$ cat src/rtl/knap_result_tx.sv
// Serializes the knapsack DP result table as a framed UART 8N1 stream:
// A5, length, table[0..L-1], checksum (length + data, mod 256).
module knap_result_tx #(
    parameter int CLKS_PER_BIT = 868,
    parameter int MAX_CAP      = 64,
    parameter int ADDR_W       = 6
) (
    input  logic              clk,
    input  logic              reset,
    input  logic              start,
    input  logic [7:0]        tbl_len,
    output logic [ADDR_W-1:0] rd_addr,
    output logic              rd_en,
    input  logic [7:0]        rd_data,
    output logic              tx_serial,
    output logic              busy,
    output logic              done
);
    localparam int BW = (CLKS_PER_BIT > 1) ? $clog2(CLKS_PER_BIT) : 1;

    typedef enum logic [2:0] {IDLE, HDR, LEN, DATA, CSUM, FINISH} state_t;

    state_t            state_q;
    logic [BW-1:0]     baud_q;
    logic [3:0]        bit_q;
    logic [7:0]        sh_q, len_q, csum_q, nxt_q, dcnt_q;
    logic              have_q, cap_q;
    logic [ADDR_W-1:0] rd_addr_q;
    logic              rd_en_q, tx_q, busy_q, done_q;

    logic       baud_end_d, enter_stop_d, byte_end_d, pf_d;
    logic [7:0] len_d;

    assign baud_end_d   = (baud_q == BW'(CLKS_PER_BIT - 1));
    assign enter_stop_d = baud_end_d && (bit_q == 4'd8);
    assign byte_end_d   = baud_end_d && (bit_q == 4'd9);
    // Fetch the next data byte as the current LEN/DATA byte enters its stop bit.
    assign pf_d  = enter_stop_d && (state_q == LEN || state_q == DATA) && (dcnt_q < len_q);
    assign len_d = (tbl_len > 8'(MAX_CAP)) ? 8'(MAX_CAP) : tbl_len;

    always_ff @(posedge clk) begin
        if (!reset) begin
            state_q   <= IDLE;
            baud_q    <= '0;
            bit_q     <= '0;
            sh_q      <= '0;
            len_q     <= '0;
            csum_q    <= '0;
            nxt_q     <= '0;
            dcnt_q    <= '0;
            have_q    <= 1'b0;
            cap_q     <= 1'b0;
            rd_addr_q <= '0;
            rd_en_q   <= 1'b0;
            tx_q      <= 1'b1;
            busy_q    <= 1'b0;
            done_q    <= 1'b0;
        end else begin
            rd_en_q <= 1'b0;
            cap_q   <= rd_en_q;
            done_q  <= 1'b0;
            // Synchronous table: data is valid the cycle after the strobe.
            if (cap_q) begin
                nxt_q  <= rd_data;
                csum_q <= csum_q + rd_data;
                have_q <= 1'b1;
            end
            case (state_q)
                IDLE: begin
                    if (start) begin
                        state_q <= HDR;
                        busy_q  <= 1'b1;
                        tx_q    <= 1'b0;
                        baud_q  <= '0;
                        bit_q   <= '0;
                        sh_q    <= 8'hA5;
                        len_q   <= len_d;
                        csum_q  <= '0;
                        dcnt_q  <= '0;
                        have_q  <= 1'b0;
                    end
                end
                default: begin
                    baud_q <= baud_end_d ? '0 : baud_q + 1'b1;
                    if (baud_end_d) begin
                        if (bit_q == 4'd9) begin
                            bit_q <= '0;
                            tx_q  <= 1'b0;
                        end else begin
                            bit_q <= bit_q + 4'd1;
                            tx_q  <= (bit_q == 4'd8) ? 1'b1 : sh_q[bit_q[2:0]];
                        end
                    end
                    if (pf_d) begin
                        rd_en_q   <= 1'b1;
                        rd_addr_q <= dcnt_q[ADDR_W-1:0];
                        dcnt_q    <= dcnt_q + 8'd1;
                    end
                    if (enter_stop_d && state_q == CSUM)
                        state_q <= FINISH;
                    if (byte_end_d) begin
                        case (state_q)
                            HDR: begin
                                state_q <= LEN;
                                sh_q    <= len_q;
                                csum_q  <= csum_q + len_q;
                            end
                            LEN, DATA: begin
                                if (have_q) begin
                                    state_q <= DATA;
                                    sh_q    <= nxt_q;
                                    have_q  <= 1'b0;
                                end else begin
                                    state_q <= CSUM;
                                    sh_q    <= csum_q;
                                end
                            end
                            FINISH: begin
                                state_q <= IDLE;
                                tx_q    <= 1'b1;
                                busy_q  <= 1'b0;
                                done_q  <= 1'b1;
                            end
                            default: ;
                        endcase
                    end
                end
            endcase
        end
    end

    assign rd_addr   = rd_addr_q;
    assign rd_en     = rd_en_q;
    assign tx_serial = tx_q;
    assign busy      = busy_q;
    assign done      = done_q;
endmodule

$ cat config.mk
export PLATFORM = sky130hd
export DESIGN_NAME = knap_result_tx
export DESIGN_NICKNAME = d
export VERILOG_FILES = /design/src/rtl/knap_result_tx.sv
export SDC_FILE = /design/constraint.sdc
export NUM_CORES = 1
export LEC_CHECK = 0
export CAP_MARGIN = 20
export CORE_AREA = 5 5 108 110
export CTS_BUF_LIST = sky130_fd_sc_hd__clkbuf_4
export CTS_CLUSTER_DIAMETER = 150
export DETAILED_ROUTE_END_ITERATION = 16
export DIE_AREA = 0 0 113 115
export SETUP_SLACK_MARGIN = 0.1
export SLEW_MARGIN = 20
export SYNTH_ARGS = -nofsm -noshare
export SYNTH_HDL_FRONTEND = slang
export SYNTH_SLANG_ARGS = --single-unit
$ cat constraint.sdc
create_clock -name clk -period 2.1 [get_ports clk]
set_input_delay 0.42 -clock clk [delete_from_list [all_inputs] [get_ports clk]]
set_output_delay 0.42 -clock clk [all_outputs]
set_load 0.005 [all_outputs]
==> impl_metrics.csv <==
group,metric,value,unit
place,hpwlAfterDp,7.99,mm
power,p_int,1860,µW
critical_path,setup.worst_path.class,"flop to flop",
sta,fin_worst_skew,0.0145,ns
critical_path,reg2reg_slack,-0.16,ns
global_route,grt_max_degree,52,
sta,layout_min_cycle_time,2.26,ns
final_layout,finalNetCount,627,
critical_path,path_cells,"ha_4 > and4b_2 > nand4_1 > or4_4 > a21oi_4 > buf_6 > clkbuf_16 > nand3b_1 > a31oi_1",
route,route.vias.total,3911,
yosys,number_of_enable_flip_flop_cells_after_synthesis,0,
yosys,count_of_state_elements_after_synthesis,69,
yosys,syn-instance-count,488,
global_route,globalRoute.totalOverflow,0,
power,seq_power_share,52.2,%
route,drt_iter0_markers,214,
route,routed_length_per_placed_instance,15.1,µm
yosys,post-synth-top-count-cell,"sky130_fd_sc_hd__dfxtp_1",
route,number_of_antenna_violating_nets_in_the_routed_design,0,
global_route,vias_in_the_first_global_route,3821,
power,total_switching_power,711,µW
critical_path,cpPeakStageDelay,0.56,ns
yosys,postSynthNetCount,532,
power,p_sw_share,27.7,%
floorplan,top_level_ports,29,
outcome,failing_checks,"setup timing",
power,vdd.ir_drop.worst,0.000309,V
sta,maxSlewViolCount,0,
sta,setup_viol,15,
outcome,outcome,"complete, but fails checks",
critical_path,timing.critical_path.max_delay_family,"simple AND/OR/NAND/NOR gates",
worst_hold_path,hp-class,"input port to flop",
floorplan,dieWidth,113,µm
sta,hold_viol,0,
route,via_per_inst,5.37,
run,maxCapViolCount,0,
yosys,yosysTopAreaCellShare,33.7,%
yosys,synth_flop_cell,"sky130_fd_sc_hd__dfxtp_1",
final_layout,post_route_cells_drive_above_1_share,24.1,%
cts,cts-buffers-inserted,9,
final_layout,antenna_diode_count,0,
route,detail_route.drc_violations,0,
yosys,asyncSetResetFlopFracSynth,0,%
critical_path,worstPathBufferInverterCount,2,
global_route,grtUsageTotal,17.5,%
critical_path,timing.critical_path.to_type,"flop",
sta,final_min_period_over_clock_period,107,%
critical_path,critPathMaxFanout,6,
yosys,synth.area.top_cells,"sky130_fd_sc_hd__dfxtp_1 (34%), sky130_fd_sc_hd__ha_1 (7.0%), sky130_fd_sc_hd__mux2i_1 (6.1%), sky130_fd_sc_hd__nor2_1 (5.1%), sky130_fd_sc_hd__nand2_1 (3.8%)",
sta,rsz0062_at_grt,"yes",
final_layout,final_cell_area,5480,µm²
cts,clock-sinks,69,
power,clock_power_share,34.8,%
floorplan,rows,38,
cts,worstSkewPairLatency,0.43,ns
cts,htree_num_levels,3,
sta,post-route-worst-setup-slack,-0.156,ns
cts,cts-root-buf,"sky130_fd_sc_hd__clkbuf_4",
sta,max_clock_freq,0.443,GHz
yosys,ys.warnings.count,0,
place,placement.io_buffers,28,
yosys,post_synth_instance_area,4100,µm²
power,p_comb_share,12.9,%
floorplan,die-height,115,µm
yosys,synth.yosys.seq_area_share,33.7,%
floorplan,fp.dieArea,13000,µm²
sta,slew-limit-headroom,56.7,%
yosys,cell_taking_the_most_area_after_synthesis,"sky130_fd_sc_hd__dfxtp_1",
yosys,ys_top_cells_by_count,"sky130_fd_sc_hd__dfxtp_1 (69), sky130_fd_sc_hd__nor2_1 (56), sky130_fd_sc_hd__nand2_1 (42), sky130_fd_sc_hd__a21oi_1 (25), sky130_fd_sc_hd__mux2i_1 (25)",
cts,clock_path_buffers,2,
sta,worstMarginPinSlew,0.649,ns
sta,setup-tns-final,-1.39,ns
cts,cts_tree,"yes",
global_route,grt_first_pass_wirelength,18.4,mm
route,drt-pass1-iter-count,4,
critical_path,startpoint_type,"flop",
floorplan,design.core.area,10600,µm²
power,power_density,469,nW/µm²
cts,clk_transition_reported_paths,0.13,ns
place,placed_cell_area,5000,µm²
place,gpl.final_weighted_congestion,0.815,
critical_path,cp_data_required_time,2.42,ns
yosys,synthesis.area_per_instance,8.40,µm²
route,routed_wirelength,11.0,mm
global_route,grt_antenna_before_repair,0,
critical_path,arr_time_crit_path,2.58,ns
power,power.static_leakage,0.00204,µW
floorplan,effective_utilization_at_floorplan,38.7,%
final_layout,area_growth_syn_to_layout,33.7,%
yosys,post_synth_num_cell_types,66,
critical_path,timing.critical_path.slowest_stage_cell,"sky130_fd_sc_hd__or4_4",
## per-stage QoR
step                hold WS [ns]  util [%]  setup WS, ns  total power [µW]  cells
finish                     0.347      51.7        -0.156              2570    728
global route               0.336      51.7        -0.214              2710    728
CTS                        0.460      50.2        -0.136              2590    722
detailed placement         0.454      47.2        -0.459              1670    700
global placement           0.443      47.2        -0.417              1660    700
floorplan                  0.433         -       -0.0274              1510    488
## routing by layer
layer / routed length (µm) / global-route usage (%) / vias to the layer above / part of all wire, %
li1: - / - / 1974 / -
met3: 354 / 4.05 / 17 / 3.2
met4: 183 / 5.61 / 0 / 1.7
met2: 5250 / 29.1 / 58 / 48
met5: 0 / 0 / - / 0
met1: 5230 / 22.6 / 1862 / 47
## worst reg2reg max path, stage by stage (launching register included)
cell	delay (ns)
sky130_fd_sc_hd__dfxtp_2	0.37
sky130_fd_sc_hd__ha_4	0.13
sky130_fd_sc_hd__and4b_2	0.25
sky130_fd_sc_hd__nand4_1	0.19
sky130_fd_sc_hd__or4_4	0.57
sky130_fd_sc_hd__a21oi_4	0.19
sky130_fd_sc_hd__buf_6	0.14
sky130_fd_sc_hd__clkbuf_16	0.13
sky130_fd_sc_hd__nand3b_1	0.11
sky130_fd_sc_hd__a31oi_1	0.09
## path summary, 6_finish.rpt
check | cells past startpoint | from | end
worst min-delay path | 3 | rd_data[1] | nxt_q[1]$_SDFFE_PN0P_
worst min register to register | 2 | sh_q[1]$_SDFFE_PN0P_ | sh_q[1]$_SDFFE_PN0P_
worst max register to register | 9 | baud_q[1]$_SDFFE_PN0P_ | dcnt_q[2]$_SDFFE_PN0P_
worst max-delay path | 9 | baud_q[1]$_SDFFE_PN0P_ | dcnt_q[2]$_SDFFE_PN0P_
## kinds of logic after synthesis
family	count (synthesis)	synth area share, %
adders and majority gates	25	7.99
and+or+nand+nor	195	24.7
xor gates and xnor gates	8	1.71
DFF	69	33.7
AOI/OAI and AO/OA	114	19.2
buffers and inverters	49	5.22
muxes	28	7.47
## cell usage in the layout, fill, tap and decap left out, drive strengths merged, types with 4 or more instances in the layout
cell           Yosys  final
nand4              7      7
clkbuf            16     11
o21ai             25     25
xor2               5      5
nand2b             8      8
nor3              20     20
nor2b              7      7
nor2              56     56
buf               11     82
clkdlybuf4s50      0     26
a2111oi            5      5
a22oi              7      7
o211ai             4      4
nand3b             9      9
o2111ai            5      5
a21oi             26     26
dfxtp             69     69
a31oi              9      9
or3                5      5
nand2             42     42
o21a               5      5
nand3             20     20
ha                23     23
a211oi             6      6
inv               21     22
mux2i             25     25
and2               6      6
## cell type report
class,count,area [µm²]
fill,997,5120
clock inverter,6,62.6
tap,140,175
inverter,22,82.6
sequential,69,1390
multi-input combinational,370,2710
timing repair buffer,111,981
clock buffer,10,75.1
## registers in the layout, indices dropped and copies added (netlist names), 4 cells and up
register  cells
csum_q        8
len_q         8
rd_addr       6
baud_q       10
dcnt_q        8
bit_q         4
nxt_q         8
sh_q          8
## power by group through the flow
stage | Clock, µW | Combinational [µW] | Sequential (µW)
global placement | 0 | 289 | 1370
finish | 895 | 333 | 1340
CTS | 920 | 321 | 1340
global route | 1000 | 363 | 1350
floorplan | 0 | 143 | 1370
detailed placement | 0 | 295 | 1370
## what timing repair did
action / CTS / global route
resized for setup: 29 / 25
hold buffers: 0 / 0
buffers inserted: 6 / 4
cloned: 0 / 2
setup endpoints to repair: 24 / 34
pin swaps: 20 / 23
Note: power is estimated with default switching activity, not from simulation.
